$ cat config.mk
export PLATFORM = sky130hd
export DESIGN_NAME = uart_wb_console
export DESIGN_NICKNAME = d
export VERILOG_FILES = /design/src/rtl/uart_console_pkg.sv /design/src/rtl/uart_wb_console_fifo_sync.sv /design/src/rtl/uart_wb_console.sv
export SDC_FILE = /design/constraint.sdc
export NUM_CORES = 1
export LEC_CHECK = 0
export ABC_AREA = 1
export BUFFER_PORTS_ARGS = -buffer_cell sky130_fd_sc_hd__buf_4
export CORE_MARGIN = 8
export CORE_UTILIZATION = 45
export CTS_BUF_LIST = sky130_fd_sc_hd__clkbuf_4
export DETAILED_ROUTE_END_ITERATION = 8
export PLACE_DENSITY = 0.63
export SLEW_MARGIN = 30
export SYNTH_ARGS = -nofsm -noshare
export SYNTH_HDL_FRONTEND = slang
export SYNTH_SLANG_ARGS = --single-unit
$ cat constraint.sdc
create_clock -name clk_i -period 2.7 [get_ports clk_i]
set_input_delay 0.54 -clock clk_i [delete_from_list [all_inputs] [get_ports clk_i]]
set_output_delay 0.54 -clock clk_i [all_outputs]
set_load 0.02 [all_outputs]
$ cat src/rtl/uart_console_pkg.sv
// Shared register map, line-control constants and FSM state type for the
// Wishbone-to-16550 console master.
package uart_console_pkg;

  localparam logic [2:0] REG_THR = 3'd0;
  localparam logic [2:0] REG_DLL = 3'd0;
  localparam logic [2:0] REG_DLM = 3'd1;
  localparam logic [2:0] REG_FCR = 3'd2;
  localparam logic [2:0] REG_LCR = 3'd3;
  localparam logic [2:0] REG_LSR = 3'd5;

  localparam int unsigned LSR_THRE_BIT = 5;

  localparam logic [7:0] LCR_DLAB_8N1 = 8'h83;
  localparam logic [7:0] LCR_8N1      = 8'h03;
  localparam logic [7:0] FCR_INIT     = 8'h07;

  localparam logic [2:0] INIT_LAST = 3'd4;

  typedef enum logic [2:0] {
    ST_INIT,
    ST_IDLE,
    ST_POLL,
    ST_WRITE,
    ST_GAP
  } console_state_e;

  // Registers are word-spaced on the bus.
  function automatic logic [31:0] reg_addr(input logic [31:0] base, input logic [2:0] reg_idx);
    return base + {27'd0, reg_idx, 2'b00};
  endfunction

endpackage

$ cat src/rtl/uart_wb_console_fifo_sync.sv
// Single-clock FIFO with registered occupancy count; DEPTH must be a power of two.
module fifo_sync #(
  parameter int unsigned WIDTH = 8,
  parameter int unsigned DEPTH = 16
) (
  input  logic                     clk,
  input  logic                     rst_n,
  input  logic                     push,
  input  logic [WIDTH-1:0]         wr_data,
  input  logic                     pop,
  output logic [WIDTH-1:0]         rd_data,
  output logic [$clog2(DEPTH):0]   count,
  output logic                     full,
  output logic                     empty
);

  localparam int unsigned AW = $clog2(DEPTH);

  logic [WIDTH-1:0] mem [DEPTH];
  logic [AW-1:0]    wr_ptr;
  logic [AW-1:0]    rd_ptr;

  always_ff @(posedge clk) begin
    if (push) mem[wr_ptr] <= wr_data;
  end

  always_ff @(posedge clk or negedge rst_n) begin
    if (!rst_n) begin
      wr_ptr <= '0;
      rd_ptr <= '0;
      count  <= '0;
    end else begin
      if (push) wr_ptr <= wr_ptr + 1'b1;
      if (pop)  rd_ptr <= rd_ptr + 1'b1;
      if (push && !pop)      count <= count + 1'b1;
      else if (pop && !push) count <= count - 1'b1;
    end
  end

  assign rd_data = mem[rd_ptr];
  assign full    = (count == (AW+1)'(DEPTH));
  assign empty   = (count == '0);

endmodule

$ cat src/rtl/uart_wb_console.sv
// Wishbone classic master that configures a 16550 UART once after reset and
// then streams buffered bytes into THR, polling LSR.THRE before each write.
module uart_wb_console
  import uart_console_pkg::*;
#(
  parameter logic [31:0] BASE_ADDR  = 32'h0000_0000,
  parameter logic [15:0] DIVISOR    = 16'd27,
  parameter int unsigned FIFO_DEPTH = 16
) (
  input  logic                          clk_i,
  input  logic                          rst_ni,
  input  logic [7:0]                    in_data_i,
  input  logic                          in_valid_i,
  output logic                          in_ready_o,
  output logic                          init_done_o,
  output logic [$clog2(FIFO_DEPTH):0]   fifo_count_o,
  output logic                          wb_cyc_o,
  output logic                          wb_stb_o,
  output logic                          wb_we_o,
  output logic [31:0]                   wb_addr_o,
  output logic [31:0]                   wb_data_m_o,
  input  logic [31:0]                   wb_data_s_i,
  input  logic                          wb_ack_i,
  input  logic                          wb_err_i,
  input  logic                          wb_stall_i
);

  console_state_e state, state_n;
  logic        cyc, cyc_n, we, we_n;
  logic [31:0] addr, addr_n, data, data_n;
  logic [2:0]  idx, idx_n;
  logic        done, done_n, pend, pend_n;
  logic        launch, push, pop, full, empty;
  logic [7:0]  head;
  logic [2:0]  init_reg;
  logic [7:0]  init_val;

  // Classic mode: stall only prolongs stb, which already holds until ack/err.
  logic unused;
  assign unused = ^{wb_stall_i, wb_data_s_i[31:LSR_THRE_BIT+1], wb_data_s_i[LSR_THRE_BIT-1:0]};

  assign push = in_valid_i && in_ready_o;
  assign in_ready_o = !full;

  fifo_sync #(.WIDTH(8), .DEPTH(FIFO_DEPTH)) u_fifo (
    .clk     (clk_i),
    .rst_n   (rst_ni),
    .push    (push),
    .wr_data (in_data_i),
    .pop     (pop),
    .rd_data (head),
    .count   (fifo_count_o),
    .full    (full),
    .empty   (empty)
  );

  always_comb begin
    init_reg = REG_FCR;
    init_val = FCR_INIT;
    case (idx)
      3'd0:    begin init_reg = REG_LCR; init_val = LCR_DLAB_8N1;  end
      3'd1:    begin init_reg = REG_DLL; init_val = DIVISOR[7:0];  end
      3'd2:    begin init_reg = REG_DLM; init_val = DIVISOR[15:8]; end
      3'd3:    begin init_reg = REG_LCR; init_val = LCR_8N1;       end
      default: begin init_reg = REG_FCR; init_val = FCR_INIT;      end
    endcase
  end

  // Entering POLL/INIT from GAP/IDLE launches the bus cycle on the transition,
  // so back-to-back transactions are separated by exactly one cyc-low cycle.
  always_comb begin
    state_n = state;
    cyc_n   = cyc;
    we_n    = we;
    addr_n  = addr;
    data_n  = data;
    idx_n   = idx;
    done_n  = done;
    pend_n  = pend;
    launch  = 1'b0;
    pop     = 1'b0;
    case (state)
      ST_INIT: begin
        if (!cyc) launch = 1'b1;
        else if (wb_err_i) begin
          cyc_n = 1'b0; state_n = ST_GAP;
        end else if (wb_ack_i) begin
          cyc_n = 1'b0; state_n = ST_GAP;
          if (idx == INIT_LAST) done_n = 1'b1;
          else                  idx_n  = idx + 3'd1;
        end
      end
      ST_IDLE: begin
        if (!empty) begin
          state_n = ST_POLL; pend_n = 1'b1; launch = 1'b1;
        end
      end
      ST_POLL: begin
        if (!cyc) launch = 1'b1;
        else if (wb_err_i) begin
          cyc_n = 1'b0; state_n = ST_GAP;
        end else if (wb_ack_i) begin
          cyc_n = 1'b0;
          if (wb_data_s_i[LSR_THRE_BIT]) begin
            pend_n = 1'b0; state_n = ST_WRITE;
          end else state_n = ST_GAP;
        end
      end
      ST_WRITE: begin
        if (!cyc) launch = 1'b1;
        else if (wb_err_i) begin
          cyc_n = 1'b0; state_n = ST_GAP;
        end else if (wb_ack_i) begin
          cyc_n = 1'b0; pop = 1'b1; state_n = ST_GAP;
        end
      end
      ST_GAP: begin
        if (!done)     begin state_n = ST_INIT; launch = 1'b1; end
        else if (pend) begin state_n = ST_POLL; launch = 1'b1; end
        else           state_n = ST_IDLE;
      end
      default: state_n = ST_INIT;
    endcase
    if (launch) begin
      cyc_n = 1'b1;
      case (state_n)
        ST_INIT: begin
          we_n = 1'b1; addr_n = reg_addr(BASE_ADDR, init_reg); data_n = {24'd0, init_val};
        end
        ST_WRITE: begin
          we_n = 1'b1; addr_n = reg_addr(BASE_ADDR, REG_THR); data_n = {24'd0, head};
        end
        default: begin
          we_n = 1'b0; addr_n = reg_addr(BASE_ADDR, REG_LSR); data_n = '0;
        end
      endcase
    end
  end

  always_ff @(posedge clk_i or negedge rst_ni) begin
    if (!rst_ni) begin
      state <= ST_INIT;
      cyc   <= 1'b0;
      we    <= 1'b0;
      addr  <= '0;
      data  <= '0;
      idx   <= '0;
      done  <= 1'b0;
      pend  <= 1'b0;
    end else begin
      state <= state_n;
      cyc   <= cyc_n;
      we    <= we_n;
      addr  <= addr_n;
      data  <= data_n;
      idx   <= idx_n;
      done  <= done_n;
      pend  <= pend_n;
    end
  end

  assign wb_cyc_o    = cyc;
  assign wb_stb_o    = cyc;
  assign wb_we_o     = we;
  assign wb_addr_o   = addr;
  assign wb_data_m_o = data;
  assign init_done_o = done;

endmodule
# After elaboration in Yosys (flattened, before gate mapping)
# Memory sizes are Yosys's and may differ from the RTL's.
# Index checks and enable logic that the tools add are counted.
[totals]
ff_bits = 87
ramBits = 128
out_inout_bits = 74
elab_cells = 94
n_memories = 1
[op_classes]
addsub = 5
eq_ne = 15
muxes = 40
bitwise = 2
reduce_logical = 20
[memory_table]
columns = ["name", "depth", "word_bits", "read_ports", "rd_clocked_by_memory_dff", "wr", "line_no", "text"]
rows = [
  ["u_fifo.mem", 16, 8, 1, 0, 1, "uart_wb_console_fifo_sync.sv:19", "logic [WIDTH-1:0] mem [DEPTH];"],
]
[op_table]
columns = ["op", "n"]
rows = [
  ["8-bit one-hot mux with 4 select lines", 1],
  ["3-bit two-way mux", 8],
  ["1-bit two-way mux", 21],
  ["8-bit one-hot mux with 2 select lines", 1],
  ["3-bit by 2-bit equality test with 1-bit output, second input constant", 5],
  ["3-bit one-hot mux with 4 select lines", 1],
  ["5-bit two-way mux", 2],
  ["2-bit != test, second input constant", 5],
  ["5-bit one-hot mux with 2 select lines", 1],
  ["5-bit AND reduction", 2],
  ["3-bit zero test", 3],
  ["4-bit by 1-bit adder with 4-bit output, second input constant", 2],
  ["3-bit by 1-bit equality test with 1-bit output, second input constant", 2],
  ["3-bit equality test, second input constant", 2],
  ["2-bit one-hot mux with 3 select lines", 1],
  ["6-bit AND reduction", 1],
  ["2-bit nonzero test", 3],
  ["2-bit OR reduction", 3],
  ["5-bit by 1-bit adder with 5-bit output, second input constant", 1],
  ["5-bit equality test, second input constant", 1],
  ["5-bit zero test", 1],
  ["5-bit by 1-bit subtractor with 5-bit output, second input constant", 1],
  ["2-bit two-way mux", 2],
  ["3-bit by 1-bit adder with 3-bit output, second input constant", 1],
  ["other kinds (6)", 11],
]

# Longest topological paths before layout
[logic_depth]
depth_word = 8
depth_mapped = 15
ltp_nobuf = 15

# Modules after synthesis
# From an unflattened synthesis, not the netlist that was laid out.
[unflattened]
hier_cells = 836
hier_area_um2 = 7946.4
[modules_own_cells]
columns = ["module", "instances", "cells_per_inst", "area_each_um2", "seq_area_each_um2"]
rows = [
  ["fifo_sync", 1, 622, 6306.0, 4169.0],
  ["uart_wb_console", 1, 214, 1640.3, 525.5],
]

# Least setup slack after synthesis
# Ideal clock, no wire load.
[synth_path]
path_type = "register to register"
start = "register u_fifo.count[0]"
end = "register u_fifo.count[4]"
setup_ns = 0.132
t_arrival_ns = 2.426
path_slack_ns = 0.142
path_stages_with_launch = 16
path_buffers = 0
cell_sequence = "dfrtp_1 -> nor2_1 -> nand2_1 -> inv_1 -> nand2_1 -> nand2_1 -> clkinv_1 -> ha_1 -> inv_1 -> ha_1 -> a21o_1 -> a21oi_1 -> nand2_1 -> nand2_1 -> nor2_1 -> xor2_1"
[synth_between]
elab_chain_cells = 6
[synth_rtl]
columns = ["element", "line_no", "text"]
rows = [
  ["from (decl)", "uart_wb_console_fifo_sync.sv:12", "output logic [$clog2(DEPTH):0] count,"],
  ["from (signal assigned)", "uart_wb_console_fifo_sync.sv:35", "if (push && !pop) count <= count + 1'b1;"],
  ["from (signal assigned)", "uart_wb_console_fifo_sync.sv:36", "else if (pop && !push) count <= count - 1'b1;"],
  ["5-bit equality test (*)", "uart_wb_console_fifo_sync.sv:41", "assign full = (count == (AW+1)'(DEPTH));"],
  ["1-bit zero test (*)", "uart_wb_console.sv:43", "assign in_ready_o = !full;"],
  ["via in_ready_o", "uart_wb_console.sv:14", "output logic in_ready_o,"],
  ["1-bit logical AND (*)", "uart_wb_console.sv:42", "assign push = in_valid_i && in_ready_o;"],
  ["via push", "uart_wb_console.sv:33", "logic launch, push, pop, full, empty;"],
  ["1-bit zero test", "uart_wb_console_fifo_sync.sv:36", ""],
  ["1-bit logical AND", "uart_wb_console_fifo_sync.sv:36", ""],
  ["2-bit nonzero test (no line)", "--", ""],
]
# Mark *: on every way through the listed nets, which the timed path passes. The rest lies on a longest branch. The select of a mux whose other input is x is not followed.
# A chain may end at the register's enable or synchronous reset.

# Worst setup path after layout
[layout_path]
start = "register u_fifo.count[1]"
end = "register u_fifo.count[4]"
[layout_between]
elab_chain_cells = 6
[layout_rtl]
columns = ["element", "line_no"]
rows = [
  ["5-bit equality test (*)", "uart_wb_console_fifo_sync.sv:41"],
  ["1-bit zero test (*)", "uart_wb_console.sv:43"],
  ["1-bit logical AND (*)", "uart_wb_console.sv:42"],
  ["via push", "uart_wb_console.sv:33"],
  ["1-bit zero test", "uart_wb_console_fifo_sync.sv:36"],
  ["1-bit logical AND", "uart_wb_console_fifo_sync.sv:36"],
  ["2-bit nonzero test (no line)", "--"],
]
# Marks and branches as above.

==> impl_results.md <==
* Fin crit share at 87.4%
* #FFs+latches synth at 162
* Slew headroom at 53.6%
* CP max FO at 5
* Largest net degree at the start of global routing at 68
* Ys Warns at 0
* Top-count cell post-synth: nand2_1
* Ranking of synthesized cells by area: edfxtp_1 (51%), nand2_1 (12%), dfrtp_1 (11%)
* Critical-path cell list: nor2_1, nand2_1, inv_1, nand2_1, nand2_1, clkinv_1, ha_1, inv_2, ha_1, a21o_1, a21oi_2, nand2_1, nand2_1, nor2_1, xor2_1
* Root buf cell: clkbuf_4
* Netlist cell types at 32
* CTS sink cnt at 162
* Buf/Inv on CP at 3
* Drc violations at 0
* CP Class: reg -> reg
* IO Pins at 120
* CP max-delay cell: dfrtp_2
* Max VDD drop at 548 µV
* Final setup fails at 0
* Worst setup path startpoint: u_fifo.count[1]
* Clock slew at reported path FFs at 140 ps
* Hold path start: in_data_i[2]
* Syn Area/Cell at 10.2 µm²
* Skew-Pair Late Insertion Delay at 560 ps
* Syn Inst Count at 738
* Wirelength per Cell at 15.4 µm
* Cell accounting for the most synthesized area: edfxtp_1
* Final ANT Viol Nets at 0
* Maximum capacitance violations at 0
* CTS Buf Count at 17
* CP peak stage delay at 460 ps
* Worst reg2reg setup slack at 340 ps
* Gpl congestion at 0.878
* DR vias at 5007
* Delay-heaviest family, CP: simple AND/OR/NAND/NOR gates
* WP data required at 3150 ps
* Critical R2R Launch: u_fifo.count[1]
* CTS tree: built
* Mapped Area at 7510 µm²
* Layout area overhead at 8.83%
* Final Net Count at 852
* Final Core Density at 49.7%
* Final hold viol count at 0
* Register area share after synthesis at 62.5%
* Share of post-route cells with drive strength above 1 at 13.7%
* Most frequent CP cell: nand2_1
* Initial antenna violation count at 0
* Die Y at 145 µm
* Status: finished, final reports clean
* Ys flop type: edfxtp_1
* Total Wirelength at 15800 µm
* Tmin final at 2360 ps
* Die width at 145 µm
* Fmax at 424 MHz
* DR iter-0 viols at 379
* Total track usage at 15.3%
* Hpwl dp at 11000 µm
* Layout Skew at 18.7 ps
* P per Cell Area at 809 nW/µm²
* Pre-antenna DRT Iters at 5
* Initial Util at 45.6%
* Vias in the first global route at 5068
* Worst Hold Class: in -> reg
* H-Tree Depth at 4
* Synth top cells by count: nand2_1 (246), edfxtp_1 (128), nand3_1 (115), buf_4 (57), nor2_1 (39)
* Critical Path Source Type: register
* Final Max Slew Viols at 0
* Row cnt at 47
* I/O Buffers at 34
* Worst setup EP type: register
* Post-synth top area share at 51.2%
* Async S/R FF share, synth at 21.0%
* Die area at 21100 µm²
* Leak at 3.45 nW
* GR Overflow Total at 0
* Vias per inst at 4.89
* First-pass GRT wire length at 25600 µm
* Total negative slack at 0 ps
* Arr. time, crit path at 2810 ps
* RSZ-0062 raised after global routing: false
* Worst-margin pin slew at 695 ps
* Ant. Diodes at 0
* Clock buffer depth at 2
* Core Area at 16500 µm²
* Post-synth EDFFs at 128
-- layout make-up --
class,instances,area (µm²)
inverters,32,120
repair buffers,62,468
well taps,220,275
multi-input cells,516,2360
clock buffers,17,128
clock inverters,15,131
flip-flops and latches,162,4700
fillers,1557,8290
-- repair_timing --
| action | 4_1_cts | 5_1_grt |
|---|---|---|
| hold buffers | 1 | 0 |
| hold endpoints to repair | 34 | 0 |
| setup endpoints to repair | 0 | 1 |
| gates resized for setup | 0 | 4 |
| buffers inserted | 0 | 0 |
-- worst register-to-register path, delay by kind of cell, from the launching register on --
kind	cells	cell delay [ps]
and+or+nand+nor	7	570
buffers and inverters	3	280
AOI/OAI and AO/OA	2	320
DFF	1	460
adders and majority gates	2	510
xor gates and xnor gates	1	130
-- power by group --
| part | total [mW] | switching [mW] | internal (mW) |
|---|---|---|---|
| Clock | 1.34 | 0.878 | 0.463 |
| Sequential | 3.32 | 0.230 | 3.09 |
| Combinational | 1.95 | 1.27 | 0.679 |
-- per-layer routing --
layer / global-route usage (%) / vias up / part of all wire, %
met3: 5.13 / 23 / 7.0
met5: 0 / - / 0
met2: 26.7 / 151 / 51
met4: 5.88 / 0 / 2.1
li1: - / 2471 / -
met1: 17.1 / 2362 / 40
-- cell usage in the layout (no fill, tap or decap), types with 2 or more instances in the layout --
master	netlist	final
ha_1	14	14
clkinvlp_4	0	4
inv_2	4	5
nand4_1	3	3
nor3_1	2	2
xor2_1	8	8
nor2_1	39	39
inv_6	0	4
a21oi_1	6	5
o21ai_0	10	10
a21o_1	2	2
clkinv_1	3	6
nor2_2	3	3
nand2_1	246	246
o21ai_1	3	3
edfxtp_1	128	128
conb_1	1	53
nand3_1	115	115
dfrtp_1	34	31
buf_4	57	61
dfrtp_2	0	3
nand2_2	4	4
clkbuf_4	0	17
inv_1	25	24
-- sequential cells by signal (all words and copies together), names as in the netlist --
register	flops
u_fifo.mem	128
wb_data_m_o	8
u_fifo.count	5
u_fifo.rd_ptr	4
u_fifo.wr_ptr	4
idx	3
state	3
wb_addr_o	3
init_done_o	1
pend	1
wb_cyc_o	1
wb_we_o	1
-- worst paths after layout --
path / to / depth (start not counted)
min in group asynchronous: wb_addr_o[3] / 2
max reg2reg: u_fifo.count[4] / 15
min reg2reg: wb_addr_o[3] / 2
min: u_fifo.mem[10][2] / 1
max in group asynchronous: u_fifo.rd_ptr[0] / 2
max: u_fifo.count[4] / 15
-- per-stage QoR --
stage	setup WS, ps	area (µm²)	cells	power (mW)	hold WS (ps)
floorplan	142	7710	790	4.75	244
global placement	248	7900	991	5.25	466
detailed placement	204	7900	991	5.34	467
CTS	225	8170	1024	6.67	233
global route	20.1	8180	1024	7.05	224
finish	339	8180	1024	6.61	288
-- cell families after synthesis --
logic type	synth area share (%)
AOI/OAI and AO/OA	1.78
other	0.0499
DFF	62.5
and+or+nand+nor	23.2
adders and majority gates	2.60
xor gates and xnor gates	1.05
buffers and inverters	8.81
Power figures use the tool's default switching activity.
